**src/rtl/kugelblitz_axil_reg_file_pkg.sv**
```systemverilog
// Shared constants for the kugelblitz AXI-lite register file.
package kugelblitz_axil_reg_file_pkg;

    localparam logic [1:0] AXI_RESP_OKAY   = 2'b00;
    localparam logic [1:0] AXI_RESP_EXOKAY = 2'b01;
    localparam logic [1:0] AXI_RESP_SLVERR = 2'b10;
    localparam logic [1:0] AXI_RESP_DECERR = 2'b11;

    localparam int unsigned KUGELBLITZ_REG_COUNT = 16;

endpackage

```
**src/rtl/kugelblitz_axil_reg_file.sv**
```systemverilog
// AXI-lite slave exposing REG_COUNT byte-strobed read/write registers.
// Single-beat, one outstanding transaction per channel; all responses OKAY.
module kugelblitz_axil_reg_file
    import kugelblitz_axil_reg_file_pkg::*;
#(
    parameter int unsigned DATA_WIDTH = 32,
    parameter int unsigned ADDR_WIDTH = 32,
    parameter int unsigned STRB_WIDTH = DATA_WIDTH / 8,
    parameter int unsigned REG_COUNT  = KUGELBLITZ_REG_COUNT
) (
    input  logic                  clk,
    input  logic                  rst,

    input  logic [ADDR_WIDTH-1:0] s_axil_awaddr,
    input  logic [2:0]            s_axil_awprot,
    input  logic                  s_axil_awvalid,
    output logic                  s_axil_awready,

    input  logic [DATA_WIDTH-1:0] s_axil_wdata,
    input  logic [STRB_WIDTH-1:0] s_axil_wstrb,
    input  logic                  s_axil_wvalid,
    output logic                  s_axil_wready,

    output logic [1:0]            s_axil_bresp,
    output logic                  s_axil_bvalid,
    input  logic                  s_axil_bready,

    input  logic [ADDR_WIDTH-1:0] s_axil_araddr,
    input  logic [2:0]            s_axil_arprot,
    input  logic                  s_axil_arvalid,
    output logic                  s_axil_arready,

    output logic [DATA_WIDTH-1:0] s_axil_rdata,
    output logic [1:0]            s_axil_rresp,
    output logic                  s_axil_rvalid,
    input  logic                  s_axil_rready
);

    localparam int unsigned BYTE_BITS = $clog2(STRB_WIDTH);
    localparam int unsigned IDX_WIDTH = $clog2(REG_COUNT);
    localparam int unsigned RANGE_LSB = BYTE_BITS + IDX_WIDTH;

    logic [DATA_WIDTH-1:0] r_regs [REG_COUNT];
    logic                  r_bvalid;
    logic                  r_rvalid;
    logic [DATA_WIDTH-1:0] r_rdata;

    logic                  w_wr_accept;
    logic                  w_rd_accept;
    logic                  w_aw_in_range;
    logic                  w_ar_in_range;
    logic [IDX_WIDTH-1:0]  w_aw_idx;
    logic [IDX_WIDTH-1:0]  w_ar_idx;
    logic [DATA_WIDTH-1:0] w_wmask;
    logic                  w_unused_bits;

    // Handshakes: one transaction in flight per channel, never during reset.
    assign w_wr_accept = s_axil_awvalid & s_axil_wvalid & ~r_bvalid & ~rst;
    assign w_rd_accept = s_axil_arvalid & ~r_rvalid & ~rst;

    assign s_axil_awready = w_wr_accept;
    assign s_axil_wready  = w_wr_accept;
    assign s_axil_arready = w_rd_accept;

    assign w_aw_idx      = s_axil_awaddr[BYTE_BITS +: IDX_WIDTH];
    assign w_ar_idx      = s_axil_araddr[BYTE_BITS +: IDX_WIDTH];
    assign w_aw_in_range = (s_axil_awaddr[ADDR_WIDTH-1:RANGE_LSB] == '0);
    assign w_ar_in_range = (s_axil_araddr[ADDR_WIDTH-1:RANGE_LSB] == '0);

    // Protection bits and sub-word address bits carry no meaning here.
    assign w_unused_bits = ^{s_axil_awprot, s_axil_arprot,
                             s_axil_awaddr[BYTE_BITS-1:0], s_axil_araddr[BYTE_BITS-1:0]};

    for (genvar g = 0; g < STRB_WIDTH; g++) begin : g_wmask
        assign w_wmask[g*8 +: 8] = {8{s_axil_wstrb[g]}};
    end

    // Write path: register update and write response.
    always_ff @(posedge clk) begin
        if (rst) begin
            r_bvalid <= 1'b0;
            r_regs   <= '{default: '0};
        end else begin
            if (w_wr_accept) begin
                r_bvalid <= 1'b1;
            end else if (s_axil_bready) begin
                r_bvalid <= 1'b0;
            end
            if (w_wr_accept && w_aw_in_range) begin
                r_regs[w_aw_idx] <= (r_regs[w_aw_idx] & ~w_wmask) | (s_axil_wdata & w_wmask);
            end
        end
    end

    // Read path: samples the pre-write register value on a same-cycle collision.
    always_ff @(posedge clk) begin
        if (rst) begin
            r_rvalid <= 1'b0;
            r_rdata  <= '0;
        end else if (w_rd_accept) begin
            r_rvalid <= 1'b1;
            r_rdata  <= w_ar_in_range ? r_regs[w_ar_idx] : '0;
        end else if (s_axil_rready) begin
            r_rvalid <= 1'b0;
        end
    end

    assign s_axil_bvalid = r_bvalid;
    assign s_axil_bresp  = AXI_RESP_OKAY;
    assign s_axil_rvalid = r_rvalid;
    assign s_axil_rdata  = r_rdata;
    assign s_axil_rresp  = AXI_RESP_OKAY;

endmodule

```
**config.mk**
```make
export PLATFORM = sky130hd
export DESIGN_NAME = kugelblitz_axil_reg_file
export DESIGN_NICKNAME = d
export VERILOG_FILES = /design/src/rtl/kugelblitz_axil_reg_file_pkg.sv /design/src/rtl/kugelblitz_axil_reg_file.sv
export SDC_FILE = /design/constraint.sdc
export NUM_CORES = 1
export LEC_CHECK = 0
export BUFFER_PORTS_ARGS = -buffer_cell sky130_fd_sc_hd__buf_2
export CORE_ASPECT_RATIO = 2
export CORE_MARGIN = 2
export CORE_UTILIZATION = 35
export CTS_CLUSTER_DIAMETER = 60
export DETAILED_ROUTE_END_ITERATION = 10
export PLACE_DENSITY = 0.53
export SETUP_SLACK_MARGIN = 0.4
export SLEW_MARGIN = 20
export SYNTH_ARGS = -nofsm -noshare
export SYNTH_HDL_FRONTEND = slang
export SYNTH_SLANG_ARGS = --single-unit
```
**constraint.sdc**
```tcl
create_clock -name clk -period 2.37 [get_ports clk]
set_clock_uncertainty 0.15 [all_clocks]
set_input_delay 0.3555 -clock clk [delete_from_list [all_inputs] [get_ports clk]]
set_output_delay 0.3555 -clock clk [all_outputs]
set_load 0.01 [all_outputs]
```
# == Yosys cells after proc, flatten, opt, wreduce, memory -nomap -nowiden ==
# Index checks and enable logic that the tools add are counted.
# totals
memories,0
rom_bits,0
input_bits,113
latchBits,0
ff_bits,546
out_inout_bits,41
ramBits,0
elab_cells,56
# op_classes
div,0
muxes,14
n_eq_ne,0
n_reduce_logical,6
shifts,0
magnitude_cmp,3
addsub,0
bitwise_logic,14
n_mul,0
# ops
cell,n
$bwmux 512,1
$bmux 32 s4,2
$mux 32,6
$demux 32 s4,1
$and 32x32->32,2
$logic_not 26->1,2
$not 32->32,1
$or 32x32->32,1
$ge 5x5->1 const B,2
$not 4->5,2
$and 1x1->1,5
$lt 5x1->1 const B,1
$mux 1,4
$reduce_bool 2->1,2
$not 1->1,3
$logic_and 1x1->1,2

# == Depth between registers and ports, before layout ==
# Gate-level depths: netlist of run 1.
# logic_depth
depth_word,7
mapped_depth,11
mapped_depth_nobuf,5

# == Worst setup path after synthesis of run 1 ==
# Ideal clock, no wire load.
# synth_path
path_kind,in2reg
start,input s_axil_awaddr[2]
end,register r_regs[183] in the netlist's numbering
path_buffers,3
setup_slack_ps,-81
setup_ps,131
t_required_ps,2089
path_stages,8
arrival_time_ps,2170
path_cell_list,buf_2 > buf_2 > mux4_2 > mux2i_1 > nor2_1 > nor4_4 > buf_6 > o31ai_1
# synth_via
elab_chain_cells,7
elab_cells_between_ends,12
classes_between,order compare (2); mux (6); bitwise (3); reduce/logical (1)
# synth_rtl
element,line,rtl
from (decl),kugelblitz_axil_reg_file.sv:14,"input logic [ADDR_WIDTH-1:0] s_axil_awaddr,"
$not 4->5 *,kugelblitz_axil_reg_file.sv:90,r_regs[w_aw_idx] <= (r_regs[w_aw_idx] & ~w_wmask) | (s_axil_wdata & w_wmask);
$bmux 32 s4,kugelblitz_axil_reg_file.sv:90,
$mux 32 (implied by the code) (2 in a row),kugelblitz_axil_reg_file.sv:90,
$and 32x32->32,kugelblitz_axil_reg_file.sv:90,
$or 32x32->32,kugelblitz_axil_reg_file.sv:90,
$bwmux 512 *,kugelblitz_axil_reg_file.sv:90,
"to (signal, indexed assignment)",kugelblitz_axil_reg_file.sv:90,
to (decl),kugelblitz_axil_reg_file.sv:43,logic [DATA_WIDTH-1:0] r_regs [REG_COUNT];
# Every way passes the cells marked *; elsewhere a longest branch is shown, timed or not. The select of a mux whose other input is x is not followed.
# A chain may end at the register's enable or synchronous reset.

# == Worst setup path after layout of run 1 ==
# layout_path
start,"register r_bvalid, in the netlist s_axil_bvalid"
end,register r_regs[311] in the netlist's numbering
# layout_via
elab_chain_cells,4
# layout_rtl
element,line,rtl
from (decl),kugelblitz_axil_reg_file.sv:44,logic r_bvalid;
from (signal assigned),kugelblitz_axil_reg_file.sv:81,r_bvalid <= 1'b0;
from (signal assigned),kugelblitz_axil_reg_file.sv:85,r_bvalid <= 1'b1;
from (signal assigned),kugelblitz_axil_reg_file.sv:87,r_bvalid <= 1'b0;
$not 1->1,kugelblitz_axil_reg_file.sv:58,assign w_wr_accept = s_axil_awvalid & s_axil_wvalid & ~r_bvalid & ~rst;
$and 1x1->1 (2 in a row),kugelblitz_axil_reg_file.sv:58,
$logic_and 1x1->1,kugelblitz_axil_reg_file.sv:89,if (w_wr_accept && w_aw_in_range) begin
# No other way between the ends.

==> results of run 1 <==
-- worst paths after layout --
kind	startpoint	endpoint	slack, ns	depth (start not counted)
hold / removal	s_axil_wdata[31]	r_regs[255]	0.13	5
setup / recovery	s_axil_bvalid	r_regs[311]	0.26	8
setup reg to reg	s_axil_bvalid	r_regs[311]	0.26	8
hold reg to reg	s_axil_rdata[19]	s_axil_rdata[19]	0.33	1
-- cells by family (layout without fill, tap and decap cells) --
kind of cell	after synthesis	after routing	share of synthesized area [%]
compound gates	736	737	17.32
buf+inv	362	614	6.049
flops	546	546	38.52
mux	353	353	20.25
other cells	1	5	0.01321
simple gates	682	682	17.85
-- critical path, cell delays in order, from the launching register on --
cell	delay, ns
dfxtp_2	0.31
and4bb_4	0.32
nand4_4	0.14
buf_6	0.19
nor4_4	0.18
buf_4	0.19
nand2_8	0.10
buf_12	0.18
o31ai_2	0.24
-- cell type report --
type / instances / area [µm²]
Clock inverter: 20 / 284.0
Timing Repair Buffer: 485 / 5304
Clock buffer: 77 / 1548
Inverter: 32 / 120.1
Fill cell: 7243 / 43360
Multi-Input combinational cell: 1776 / 17520
Tap cell: 1043 / 1305
Antenna cell: 1 / 2.502
Sequential cell: 546 / 10930
-- layout by cell type, fill, tap and decap left out, types with 5 or more instances in the layout --
cell type   netlist  final
clkinvlp_4        0      5
clkbuf_16         0     66
clkbuf_1        196     12
inv_1            32     32
o31ai_2           3    110
buf_6            28     34
o21ai_1          13     47
buf_8             1      7
nand4_1          18     18
nand3b_1        514    514
nor4_4           21     21
buf_16            0     10
a21o_1           18     18
o31ai_4           0     70
nor2_1           24     19
nor2_4            0      5
buf_12            0    101
o22ai_1          64     60
a22oi_1          62     62
buf_4            15    180
o31ai_1         269     92
o21ai_0         242    204
bufbuf_16         0      5
mux4_2          177    177
nand2_2          13      6
mux2i_1         176    176
nand2_1          39     38
clkbuf_8          0     12
buf_2            63    132
bufinv_16         0      6
nor4_1           12      9
nor3_1           19     19
nand2_8           0      6
dfxtp_1         546    543
a221oi_1         15     14
a22o_1           32     32
a221o_1          15     12
clkinv_2          0      6
-- sequential cells by signal (all words and copies together), names as in the netlist --
signal / count
r_regs: 512
s_axil_rdata: 32
s_axil_bvalid: 1
s_axil_rvalid: 1
-- synth_stat cells, types with 18 or more instances --
| cell | count | area (µm²) |
|---|---|---|
| o22ai_1 | 64 | 400.4 |
| o31ai_1 | 269 | 2019 |
| dfxtp_1 | 546 | 10930 |
| a22oi_1 | 62 | 465.5 |
| clkbuf_1 | 196 | 735.7 |
| buf_6 | 28 | 315.3 |
| nand3b_1 | 514 | 3859 |
| mux4_2 | 177 | 3986 |
| nor4_4 | 21 | 446.7 |
| a21o_1 | 18 | 135.1 |
| buf_2 | 63 | 315.3 |
| buf_1 | 26 | 97.59 |
| o21ai_0 | 242 | 1211 |
| nand4_1 | 18 | 112.6 |
| inv_1 | 32 | 120.1 |
| a22o_1 | 32 | 280.3 |
| mux2i_1 | 176 | 1762 |
| nand2_1 | 39 | 146.4 |
| nor2_1 | 24 | 90.09 |
| nor3_1 | 19 | 95.09 |
-- per-layer routing --
layer / GRT usage [%] / part of all wire, % / vias to the layer above
li1: - / - / 10863
met1: 31.12 / 34 / 13137
met2: 50.68 / 50 / 1534
met3: 3.579 / 7.3 / 510
met4: 21.78 / 9.4 / 4
met5: 0 / 0.022 / -
-- repair_timing --
| item | in CTS | in global routing |
|---|---|---|
| resized for setup | 125 | 270 |
| hold buffers | 3 | 0 |
| pin swaps | 35 | 37 |
| setup endpoints to repair | 504 | 474 |
| setup buffers | 27 | 12 |
| endpoints found under the hold margin | 2 | 0 |
| gates cloned | 15 | 18 |
-- report_power, final --
group          internal [mW]  total [mW]  switching, mW
registers               9.17        9.17        0.00225
logic                  0.825        2.09           1.26
clock network           5.19        9.18           3.99
total                   15.2        20.4           5.25
-- stage by stage --
step	cell area [µm²]	util [%]	total power, mW
floorplan	28820	-	10.47
global placement	32170	40.03	11.27
detailed placement	32170	40.03	11.29
CTS	35290	43.91	20.43
global route	37020	46.05	20.94
finish	37020	46.06	20.44
==> flow_metrics.py, run 1 <==
metrics = {
    "run_status": {
        "status": "completed",
    },
    "routing": {
        "drt_iter0_markers": 2885,
        "routedWlPerCell_um": 32.64,
        "via_count": 26048,
        "firstDrtPassIters": 6,
        "detail-route-antenna-nets": 0,
        "drc": 0,
        "viasPerCell": 6.545,
        "wirelength_um": 129900,
    },
    "global_routing": {
        "antenna_found_initial": 3,
        "grt_max_degree": 133,
        "grtUsageTotal_pct": 28.74,
        "grt_overflow": 0,
        "grt_pass1_wl_um": 175200,
        "grt_pass1_vias": 25623,
    },
    "timing": {
        "rsz0062_at_grt": "true",
        "fin_hold_ws_ns": 0.1303,
        "fin_crit_ns": 2.111,
        "slew_viol_final": 0,
        "hold_viol_final": 0,
        "max_freq_ghz": 0.4736,
        "worst_pin_slew_ns": 0.9376,
        "fin_crit_sh_pct": 89.09,
        "worst_slack_ns": 0.2586,
        "setup_tns_ns": 0,
        "relSlewSlack_pct": 37.34,
        "finalSetupViolations": 0,
    },
    "final_layout": {
        "area_delta_synth_final_pct": 30.44,
        "layout-drive-gt1-share_pct": 34.03,
        "final_cells": 3980,
        "nNetsFinal": 3006,
    },
    "floorplan": {
        "core_area_um2": 80380,
        "io_pins": 154,
        "start_util_pct": 35.31,
        "die_h_um": 406.7,
        "rows": 147,
        "die_area_um2": 83520,
        "die_x_um": 205.4,
    },
    "synth": {
        "async_flop_share_pct": 0,
        "synth_warnings": 0,
        "synth_top_flop_cell": "dfxtp_1",
        "synth_area_per_cell_um2": 10.59,
        "syn_area_um2": 28380,
        "ys_seq_elements": 546,
        "synth_edf_count": 0,
        "ys_seq_area_share_pct": 38.52,
        "synth.distinct_cells": 45,
        "synth_cells": 2680,
    },
    "cts": {
        "clockRootBuffer": "clkbuf_16",
        "clkSlewWorstSetupHoldPaths_ns": 0.07,
        "clkLatencyLatePin_ns": 0.62,
        "cts_tree": "yes",
        "numClockSinks": 546,
        "htree_levels": 2,
        "cts_buffer_depth": 3,
        "numCtsBuffers": 52,
    },
    "worst_hold_path": {
        "hold_class": "in2reg",
    },
    "critical_path": {
        "cp-end-kind": "flop",
        "arrival_ns": 2.48,
        "required_ns": 2.74,
        "worstSetupStartpointType": "flop",
        "cp_max_fo": 5,
        "crit_type": "reg2reg",
    },
    "placed_design": {
        "placedCellCount": 3807,
        "gp_congestion": 0.8393,
        "dp_hpwl_um": 73990,
        "port_buffers": 139,
        "pre_cts_ws_ns": -0.2237,
    },
    "power": {
        "power_density_nw_per_um2": 552.2,
        "peakVddDrop_mv": 0.5738,
        "power_leakage_nw": 13.40,
    },
    "flow_run": {
        "max_cap_viol_count": 0,
    },
}
(Power assumes the default switching activity.)
==> run 2, diff against run 1 <==
Settings changed: PLACE_DENSITY 0.53 to unset.
Clock period 2.37 ns to 2.2 ns, I/O delays scaled along.
==> flow_metrics.py, run 2 (same netlist as run 1, synthesis figures left out) <==
metrics = {
    "routing": {
        "routedWlPerCell_um": 32.86,
        "drt_iter0_markers": 3758,
        "via_count": 26753,
        "drc": 0,
        "wirelength_um": 132600,
        "firstDrtPassIters": 8,
        "detail-route-antenna-nets": 0,
        "viasPerCell": 6.627,
    },
    "final_layout": {
        "final_cells": 4037,
        "top_register": "r_regs",
        "layout-drive-gt1-share_pct": 32.16,
        "fin_util_pct": 45.66,
        "seq_area_um2": 10940,
        "mostFrequentLayoutCells": "dfxtp_1 (538), nand3b_1 (514), buf_4 (209)",
        "nNetsFinal": 3067,
        "multi_input_area_um2": 16400,
        "largest_reg_flops": 512,
        "area_delta_synth_final_pct": 29.31,
        "nFillCells": 7218,
        "layout_commonest_cell": "dfxtp_1",
    },
    "timing": {
        "worst_pin_slew_ns": 1.006,
        "finalSetupViolations": 10,
        "hold_viol_final": 0,
        "relSlewSlack_pct": 32.78,
        "rsz0062_at_grt": "true",
        "slew_viol_final": 0,
        "max_freq_ghz": 0.4474,
        "fin_crit_ns": 2.235,
        "worst_slack_ns": -0.03537,
        "fin_hold_ws_ns": 0.08971,
        "fin_crit_sh_pct": 101.6,
    },
    "global_routing": {
        "grt_overflow": 0,
        "grt_pass1_wl_um": 171500,
        "grt_pass1_vias": 26065,
        "antenna_found_initial": 7,
        "grtUsageTotal_pct": 27.84,
        "grt_max_degree": 109,
    },
    "cts": {
        "htree_levels": 2,
        "clockRootBuffer": "clkbuf_16",
        "clkLatencyLatePin_ns": 0.63,
        "cts_tree": "yes",
        "numClockSinks": 546,
        "numCtsBuffers": 50,
        "clkSlewWorstSetupHoldPaths_ns": 0.07,
        "cts_buffer_depth": 3,
    },
    "power": {
        "internal_power_mw": 15.76,
        "peakVddDrop_mv": 0.5615,
        "power_leakage_nw": 13.53,
        "switchingPower_mw": 5.447,
        "power_density_nw_per_um2": 577.8,
        "power_mw": 21.20,
        "pwr-share-clk_pct": 43.2,
        "power_frac_seq_pct": 46.6,
        "switching_share_pct": 25.69,
        "combPwrFrac_pct": 10.2,
    },
    "placed_design": {
        "gp_congestion": 0.8966,
        "port_buffers": 139,
        "pre_cts_ws_ns": -0.5538,
        "placedCellCount": 3818,
        "dp_hpwl_um": 72300,
    },
    "floorplan": {
        "rows": 147,
        "io_pins": 154,
        "die_h_um": 406.7,
        "core_area_um2": 80380,
        "die_area_um2": 83520,
        "die_x_um": 205.4,
        "start_util_pct": 35.31,
    },
    "flow_run": {
        "max_cap_viol_count": 0,
    },
    "critical_path": {
        "cp-end-kind": "flop",
        "required_ns": 2.54,
        "cp_max_fo": 8,
        "crit_type": "reg2reg",
        "arrival_ns": 2.57,
        "worstSetupStartpointType": "flop",
    },
    "run_status": {
        "status": "finished with violations",
        "violations": "setup timing",
    },
    "worst_hold_path": {
        "hold_class": "in2reg",
    },
}
[run 2: cell count changes in the layout (fill, tap and decap cells not counted), moves of 10 or more]
cell	change
buf_16	+10
o31ai_2	-37
clkbuf_16	+14
o31ai_4	-65
o31ai_1	+102
buf_4	+29
o21ai_0	-74
o21ai_1	+75
[run 2: worst max-delay path: stages (launching register included)]
cell       delay (ns)
dfxtp_2          0.32
and4bb_4         0.35
and4_4           0.23
buf_12           0.13
buf_4            0.12
nand4_1          0.11
buf_6            0.22
clkbuf_16        0.20
nand3b_1         0.11
o21ai_0          0.12
[run 2: path summary, 6_finish.rpt]
path | from | to | slack (ns) | cells past startpoint
setup / recovery | s_axil_bvalid | r_regs[135] | -0.04 | 9
hold / removal | s_axil_wdata[31] | r_regs[191] | 0.09 | 5
setup reg to reg | s_axil_bvalid | r_regs[135] | -0.04 | 9
hold reg to reg | s_axil_rdata[10] | s_axil_rdata[10] | 0.32 | 1
[run 2: cell type report]
| type | instances | share of cell area [%] |
|---|---|---|
| antenna | 3 | 0.02046 |
| clock inverter | 20 | 0.6410 |
| timing repair buffer | 548 | 17.10 |
| sequential | 546 | 29.81 |
| clock buffer | 69 | 3.849 |
| tap | 1043 | 3.556 |
| multi-input combinational | 1776 | 44.69 |
| inverter | 32 | 0.3273 |
[run 2: per-stage QoR]
step / TNS (ns) / cell area, µm²
3_5_place_dp: -165.18 / 32190
3_3_place_gp: -151.41 / 32190
2_1_floorplan: -0.5192 / 28940
4_1_cts: 0 / 35130
6_report: -0.1334 / 36700
5_1_grt: -1.453 / 36700
[run 2: what timing repair did]
action                                  CTS  global route
hold endpoints to repair                  2             0
buffers inserted                         42            15
hold buffers                              3             0
endpoints found under the setup margin  519           527
pin swaps                                27            19
gates cloned                             21            46
gates resized for setup                 127           230
[run 2: layer usage]
metal	GRT usage, %	share of wire (%)
met4	25.60	12
met1	29.15	32
met3	5.129	9.9
met2	46.92	46
met5	0	0.059
[run 2: power by group through the flow]
stage	Combinational (mW)	Clock, mW	Sequential, mW
6_report	2.16	9.16	9.88
5_1_grt	2.21	9.51	9.88
4_1_cts	2.07	9.19	9.88
3_5_place_dp	2.01	0	10.1
3_3_place_gp	1.99	0	10.1
2_1_floorplan	1.20	0	10.1
